$ cat src/rtl/ex_stage_pkg.sv
// Shared CPU definitions used by the execute stage: ALU opcodes, EX FSM states
// and the iterative multiplier sizing.
package ex_stage_pkg;

   typedef enum logic [3:0] {
      ALU_ADD  = 4'd0,
      ALU_SUB  = 4'd1,
      ALU_AND  = 4'd2,
      ALU_OR   = 4'd3,
      ALU_XOR  = 4'd4,
      ALU_NOR  = 4'd5,
      ALU_SLT  = 4'd6,
      ALU_SLTU = 4'd7,
      ALU_SLL  = 4'd8,
      ALU_SRL  = 4'd9,
      ALU_SRA  = 4'd10,
      ALU_MUL  = 4'd11,
      ALU_LUI  = 4'd12
   } alu_op_e;

   typedef enum logic [1:0] {
      EX_IDLE = 2'd0,
      EX_MUL  = 2'd1,
      EX_DONE = 2'd2
   } ex_state_e;

   localparam int unsigned MUL_ITERS = 32;
   localparam int unsigned MUL_CNT_W = $clog2(MUL_ITERS);

   typedef struct packed {
      logic reg_write;
      logic mem_to_reg;
      logic mem_wen;
      logic mem_ren;
   } ctl_t;

endpackage

$ cat src/rtl/ex_stage_mul_iter.sv
// Iterative shift-add multiplier: one multiplier bit per cycle, low 32 product bits.
// done pulses during the final iteration; product is valid the cycle after.
module mul_iter
   import ex_stage_pkg::*;
(
   input  logic        clock,
   input  logic        reset,
   input  logic        start,
   input  logic        abort,
   input  logic [31:0] multiplicand,
   input  logic [31:0] multiplier,
   output logic        done,
   output logic [31:0] product
);

   localparam logic [MUL_CNT_W-1:0] LAST_CNT = MUL_CNT_W'(MUL_ITERS - 1);

   logic [31:0]          mcand;
   logic [31:0]          mplier;
   logic [31:0]          acc;
   logic [MUL_CNT_W-1:0] count;
   logic                 running;

   always_ff @(posedge clock) begin
      if (reset) begin
         mcand   <= '0;
         mplier  <= '0;
         acc     <= '0;
         count   <= '0;
         running <= 1'b0;
      end else if (abort) begin
         count   <= '0;
         running <= 1'b0;
      end else if (start) begin
         mcand   <= multiplicand;
         mplier  <= multiplier;
         acc     <= '0;
         count   <= '0;
         running <= 1'b1;
      end else if (running) begin
         // bits shifted past bit 31 only affect the discarded high product half
         if (mplier[0])
            acc <= acc + mcand;
         mcand  <= mcand << 1;
         mplier <= mplier >> 1;
         count  <= count + 1'b1;
         if (count == LAST_CNT)
            running <= 1'b0;
      end
   end

   assign done    = running && (count == LAST_CNT);
   assign product = acc;

endmodule

$ cat src/rtl/ex_stage.sv
// Execute stage: operand forwarding, single-cycle ALU, multi-cycle multiply
// with pipeline stall, and the EX/MEM pipeline register.
module ex_stage
   import ex_stage_pkg::*;
(
   input  logic        clock,
   input  logic        reset,
   input  logic [3:0]  EX_ALUOp,
   input  logic [31:0] EX_D1,
   input  logic [31:0] EX_D2,
   input  logic [31:0] EX_IMM,
   input  logic [4:0]  EX_RS,
   input  logic [4:0]  EX_RT,
   input  logic [4:0]  EX_RD,
   input  logic [4:0]  EX_SHAMT,
   input  logic        EX_shift,
   input  logic        EX_ALUSrc,
   input  logic        EX_RegDst,
   input  logic        EX_RegWrite,
   input  logic        EX_MemToReg,
   input  logic        EX_MEM_WEN,
   input  logic        EX_MEM_REN,
   input  logic        WB_RegWrite,
   input  logic [4:0]  WB_WR_REG,
   input  logic [31:0] WB_DATA,
   input  logic        ex_flush,
   output logic [31:0] MEM_ALU_RESULT,
   output logic [31:0] MEM_D2,
   output logic [4:0]  MEM_WR_REG,
   output logic        MEM_RegWrite,
   output logic        MEM_MemToReg,
   output logic        MEM_MEM_WEN,
   output logic        MEM_MEM_REN,
   output logic        ex_stall
);

   ex_state_e   state, state_nxt;
   alu_op_e     op;
   logic [31:0] fwd_a, fwd_b, op_b, alu_res, mul_product;
   logic [4:0]  shamt, dest;
   ctl_t        in_ctl, lat_ctl, ctl_nxt;
   logic [4:0]  lat_dest, wr_nxt;
   logic [31:0] lat_b, res_nxt, d2_nxt;
   logic        is_mul, mul_start, mul_done;

   assign op     = alu_op_e'(EX_ALUOp);
   assign is_mul = (op == ALU_MUL);
   assign in_ctl = {EX_RegWrite, EX_MemToReg, EX_MEM_WEN, EX_MEM_REN};

   // MEM-stage result is younger than WB, so it is checked first
   always_comb begin
      fwd_a = EX_D1;
      if (MEM_RegWrite && (MEM_WR_REG != '0) && (MEM_WR_REG == EX_RS))
         fwd_a = MEM_ALU_RESULT;
      else if (WB_RegWrite && (WB_WR_REG != '0) && (WB_WR_REG == EX_RS))
         fwd_a = WB_DATA;

      fwd_b = EX_D2;
      if (MEM_RegWrite && (MEM_WR_REG != '0) && (MEM_WR_REG == EX_RT))
         fwd_b = MEM_ALU_RESULT;
      else if (WB_RegWrite && (WB_WR_REG != '0) && (WB_WR_REG == EX_RT))
         fwd_b = WB_DATA;
   end

   assign op_b  = EX_ALUSrc ? EX_IMM : fwd_b;
   assign shamt = EX_shift ? EX_SHAMT : op_b[4:0];
   assign dest  = EX_RegDst ? EX_RD : EX_RT;

   always_comb begin
      alu_res = '0;
      case (op)
         ALU_ADD:  alu_res = fwd_a + op_b;
         ALU_SUB:  alu_res = fwd_a - op_b;
         ALU_AND:  alu_res = fwd_a & op_b;
         ALU_OR:   alu_res = fwd_a | op_b;
         ALU_XOR:  alu_res = fwd_a ^ op_b;
         ALU_NOR:  alu_res = ~(fwd_a | op_b);
         ALU_SLT:  alu_res = {31'b0, $signed(fwd_a) < $signed(op_b)};
         ALU_SLTU: alu_res = {31'b0, fwd_a < op_b};
         ALU_SLL:  alu_res = op_b << shamt;
         ALU_SRL:  alu_res = op_b >> shamt;
         ALU_SRA:  alu_res = 32'($signed(op_b) >>> shamt);
         ALU_LUI:  alu_res = op_b << 16;
         default:  alu_res = '0;
      endcase
   end

   mul_iter u_mul_iter (
      .clock        (clock),
      .reset        (reset),
      .start        (mul_start),
      .abort        (ex_flush),
      .multiplicand (fwd_a),
      .multiplier   (fwd_b),
      .done         (mul_done),
      .product      (mul_product)
   );

   // next EX/MEM contents default to a zeroed bubble
   always_comb begin
      state_nxt = state;
      ex_stall  = 1'b0;
      mul_start = 1'b0;
      res_nxt   = '0;
      d2_nxt    = '0;
      wr_nxt    = '0;
      ctl_nxt   = '0;
      if (ex_flush) begin
         state_nxt = EX_IDLE;
      end else begin
         case (state)
            EX_IDLE: begin
               if (is_mul) begin
                  mul_start = 1'b1;
                  ex_stall  = 1'b1;
                  state_nxt = EX_MUL;
               end else begin
                  res_nxt = alu_res;
                  d2_nxt  = fwd_b;
                  wr_nxt  = dest;
                  ctl_nxt = in_ctl;
               end
            end
            EX_MUL: begin
               ex_stall = 1'b1;
               if (mul_done)
                  state_nxt = EX_DONE;
            end
            EX_DONE: begin
               res_nxt   = mul_product;
               d2_nxt    = lat_b;
               wr_nxt    = lat_dest;
               ctl_nxt   = lat_ctl;
               state_nxt = EX_IDLE;
            end
            default: state_nxt = EX_IDLE;
         endcase
      end
   end

   always_ff @(posedge clock) begin
      if (reset) begin
         state          <= EX_IDLE;
         lat_ctl        <= '0;
         lat_dest       <= '0;
         lat_b          <= '0;
         MEM_ALU_RESULT <= '0;
         MEM_D2         <= '0;
         MEM_WR_REG     <= '0;
         MEM_RegWrite   <= 1'b0;
         MEM_MemToReg   <= 1'b0;
         MEM_MEM_WEN    <= 1'b0;
         MEM_MEM_REN    <= 1'b0;
      end else begin
         state <= state_nxt;
         if (mul_start) begin
            lat_ctl  <= in_ctl;
            lat_dest <= dest;
            lat_b    <= fwd_b;
         end
         MEM_ALU_RESULT <= res_nxt;
         MEM_D2         <= d2_nxt;
         MEM_WR_REG     <= wr_nxt;
         MEM_RegWrite   <= ctl_nxt.reg_write;
         MEM_MemToReg   <= ctl_nxt.mem_to_reg;
         MEM_MEM_WEN    <= ctl_nxt.mem_wen;
         MEM_MEM_REN    <= ctl_nxt.mem_ren;
      end
   end

endmodule
$ cat config.mk
export PLATFORM = sky130hd
export DESIGN_NAME = ex_stage
export DESIGN_NICKNAME = d
export VERILOG_FILES = /design/src/rtl/ex_stage_pkg.sv /design/src/rtl/ex_stage_mul_iter.sv /design/src/rtl/ex_stage.sv
export SDC_FILE = /design/constraint.sdc
export NUM_CORES = 1
export LEC_CHECK = 0
export CORE_MARGIN = 2
export CORE_UTILIZATION = 40
export CTS_CLUSTER_DIAMETER = 120
export CTS_CLUSTER_SIZE = 28
export DETAILED_ROUTE_END_ITERATION = 8
export HOLD_SLACK_MARGIN = 0.03
export PLACE_DENSITY = 0.62
export SYNTH_ARGS = -nofsm -noshare
export SYNTH_HDL_FRONTEND = slang
export SYNTH_SLANG_ARGS = --single-unit
$ cat constraint.sdc
create_clock -name clock -period 18.54 [get_ports clock]
set_input_delay 1.854 -clock clock [delete_from_list [all_inputs] [get_ports clock]]
set_output_delay 1.854 -clock clock [all_outputs]
set_load 0.05 [all_outputs]
==> flow_summary.yaml <==
status:
  outcome: "finished, final reports clean"
finish:
  areaGrowthSynthToFinish_pct: 16.7
  final_common_cell: "nand2_1"
  multi_input_area_mm2: 0.0149
  final_area_mm2: 0.0239
  register_area_mm2: 0.00436
  nFillCells: 5070
  nets: 3248
  fin_util_pct: 47.4
  drive_gt1_share_pct: 6.69
  final_cell_mix: "305 x nand2_1, 297 x a21oi_1, 285 x nor2_1"
hold_path:
  hold_class: "reg2reg"
  min_from: "lat_ctl[2]"
  holdPathEnd: "lat_ctl[2]"
  holdPathStages: 2
synthesis:
  syn_inst: 2822
  synth_enable_flop_cells: 0
  avgSynthCellArea_um2: 7.25
  synth_cell_type_count: 94
  syn_nets: 3129
  synth_area_mm2: 0.0205
  synth-seq-cells: 218
  synth_sequential_area_ratio_pct: 21.3
  synth-main-ff-cell: "dfxtp_1"
  async_reset_ff_share_pct: 0
  yosysWarningCount: 0
critical_path:
  r2r-start: "MEM_WR_REG[1]"
  reg2reg_depth: 20
  r2r_end: "MEM_ALU_RESULT[14]"
  cp-end-kind: "register"
  required_ps: 18900
  crit_path_start: "WB_WR_REG[3]"
  start_kind: "input port"
  r2r_slack_ps: 11700
  arrival_ps: 9120
  cp_max_fo: 32
  worstSetupPathType: "in2reg"
power_and_ir_drop:
  max-vdd-ir-drop_mv: 0.0621
  power_density_mw_per_mm2: 61.5
  power.leakage_uw: 0.00922
drt:
  vias_per_cell: 6.74
  drt_pass1_iterations: 7
  drt_iter0_markers: 3341
  vias: 24379
  postRouteWirelength_um: 117000
  drtAntennaViolNets: 0
  detail_route.wl_per_cell_um: 32.4
  remaining_drc_errors: 0
clock_tree:
  cts_root_buf: "clkbuf_16"
  cts-htree-levels: 1
  clockBufferDepth: 3
  clock-sinks: 218
  cts_hold_buf: 0
  clk_pin_slew_ps: 110
  cts_tree: "built"
  post-cts-setup-buffers: 0
  clk_latency_ps: 510
  cts-resized-gates: 0
  cts_buffers: 12
floorplan:
  die_h_um: 230
  core_mm2: 0.0504
  start_util_pct: 40.6
  die_width_um: 230
  rows: 82
  dieArea_mm2: 0.0530
  num_io_pins: 242
timing:
  rsz0062_at_grt: "false"
  slew_viol_final: 0
  slew_headroom_pct: 11.7
  hold_ws_ps: 463
  hold_viol: 0
  setup-tns-final_ps: 0
  worst_slew_pin_slew_ps: 1290
  setup_viol: 0
  min_period_ps: 8760
  max_freq_ghz: 0.114
  period_share_pct: 47.2
  finClkSkew_ps: 26.8
grt:
  grt_pass1_vias: 22388
  antenna_found_initial: 4
  grt_start_max_net_pins: 99
  grt_pass1_wl_um: 164000
  grt.total_usage_pct: 42.3
  overflow: 0
placed_design:
  place.gp.congestion: 1.03
  hpwl_um: 89200
  portBuffers: 241
  place_area_mm2: 0.0235
job:
  cap_violations: 0
## Yosys cell counts (all sizes together) (10+ instances only)
library cell	count	share of area (%)
o2111ai	16	0.68
a31o	14	0.60
nand2b	25	0.76
nor2	287	5.3
a21o	35	1.3
o21bai	15	0.55
a31oi	50	1.7
a211oi	35	1.3
a221oi	30	1.3
nor4	17	0.52
nand4	28	0.86
nor3	86	2.1
mux2	19	1.0
or3	16	0.49
nand3	49	1.2
o221ai	17	0.73
a22o	12	0.51
a221o	11	0.54
o21a	24	0.89
and3	13	0.40
ha	136	8.3
inv	104	1.9
o31ai	15	0.55
and2	10	0.31
o22ai	18	0.55
a22oi	72	2.7
o21ai	215	5.3
a21oi	299	7.4
dfxtp	218	21
clkbuf	168	3.1
a2111oi	14	0.64
buf	53	1.5
mux2i	161	8.3
nand2	308	5.6
nor2b	21	0.64
xor2	15	0.64
a311oi	26	1.1
o211ai	26	1.0
xnor2	44	1.9
## state kept, by name (all words and copies together), names as in the netlist
register / cells
MEM_ALU_RESULT: 32
MEM_D2: 32
MEM_MEM_REN: 1
MEM_MEM_WEN: 1
MEM_MemToReg: 1
MEM_RegWrite: 1
MEM_WR_REG: 5
lat_b: 32
lat_ctl: 4
lat_dest: 5
state: 2
u_mul_iter.count: 5
u_mul_iter.mcand: 32
u_mul_iter.mplier: 32
u_mul_iter.product: 32
u_mul_iter.running: 1
## power breakdown
part           total (µW)  switching, µW  internal (µW)  leakage [µW]
logic                 652            440            212       0.00728
clock network         316            183            132      0.000176
registers             500           18.2            482       0.00177
total                1470            642            826       0.00922
## final cells by class
cell class / instances / share of cell area, %
inverters: 105 / 1.65
diodes: 2 / 0.0209
clock buffers: 13 / 1.36
repair buffers: 326 / 12.7
well taps: 672 / 3.52
clock inverters: 3 / 0.162
multi-input cells: 2278 / 62.3
flip-flops and latches: 218 / 18.3
## worst max-delay path by stage
| stage | endpoint | slack (ps) | cells after the start |
|---|---|---|---|
| floorplan | MEM_ALU_RESULT[31] | 11060 | 22 |
| global placement | MEM_ALU_RESULT[14] | 9680 | 21 |
| detailed placement | MEM_ALU_RESULT[14] | 9620 | 21 |
| CTS | MEM_ALU_RESULT[14] | 10130 | 21 |
| global route | MEM_ALU_RESULT[14] | 9690 | 21 |
| finish | MEM_ALU_RESULT[14] | 9780 | 21 |
## metrics by stage
step | total power [µW] | setup WS [ps] | cells
2_1_floorplan | 874 | 11060 | 2822
4_1_cts | 1440 | 10130 | 3615
3_5_place_dp | 1130 | 9620 | 3599
6_report | 1470 | 9780 | 3617
3_3_place_gp | 1130 | 9680 | 3599
5_1_grt | 1510 | 9690 | 3615
## critical path: stages
cell             delay (ps)
clkdlybuf4s50_1         580
or4_1                   210
o21a_1                  680
and4_2                  370
buf_4                   520
mux2i_1                 250
o21ai_0                 170
ha_1                    340
fa_1                    500
a21o_1                  180
a21o_1                  190
a21o_1                  180
a21oi_1                 330
a31oi_1                 330
a221o_1                 400
a21oi_1                 270
o22ai_1                 120
o22ai_1                 170
o2111ai_1               390
nor4b_1                 910
nor4_1                  130
## logic make-up after synthesis
kind of cell / share of synthesized area, %
compound gates: 32.6
xor+xnor: 2.53
fa+ha+maj: 8.61
buf+inv: 6.50
flops: 21.3
mux: 9.30
simple gates: 19.1
## metal layers
layer,global-route usage (%),vias to the layer above,wire length [µm]
met5,0,-,45
met4,23.7,6,8140
met3,10.6,322,13000
met2,62.6,1684,48300
met1,55.9,11746,47600
li1,-,10621,-
Power figures use the tool's default switching activity.
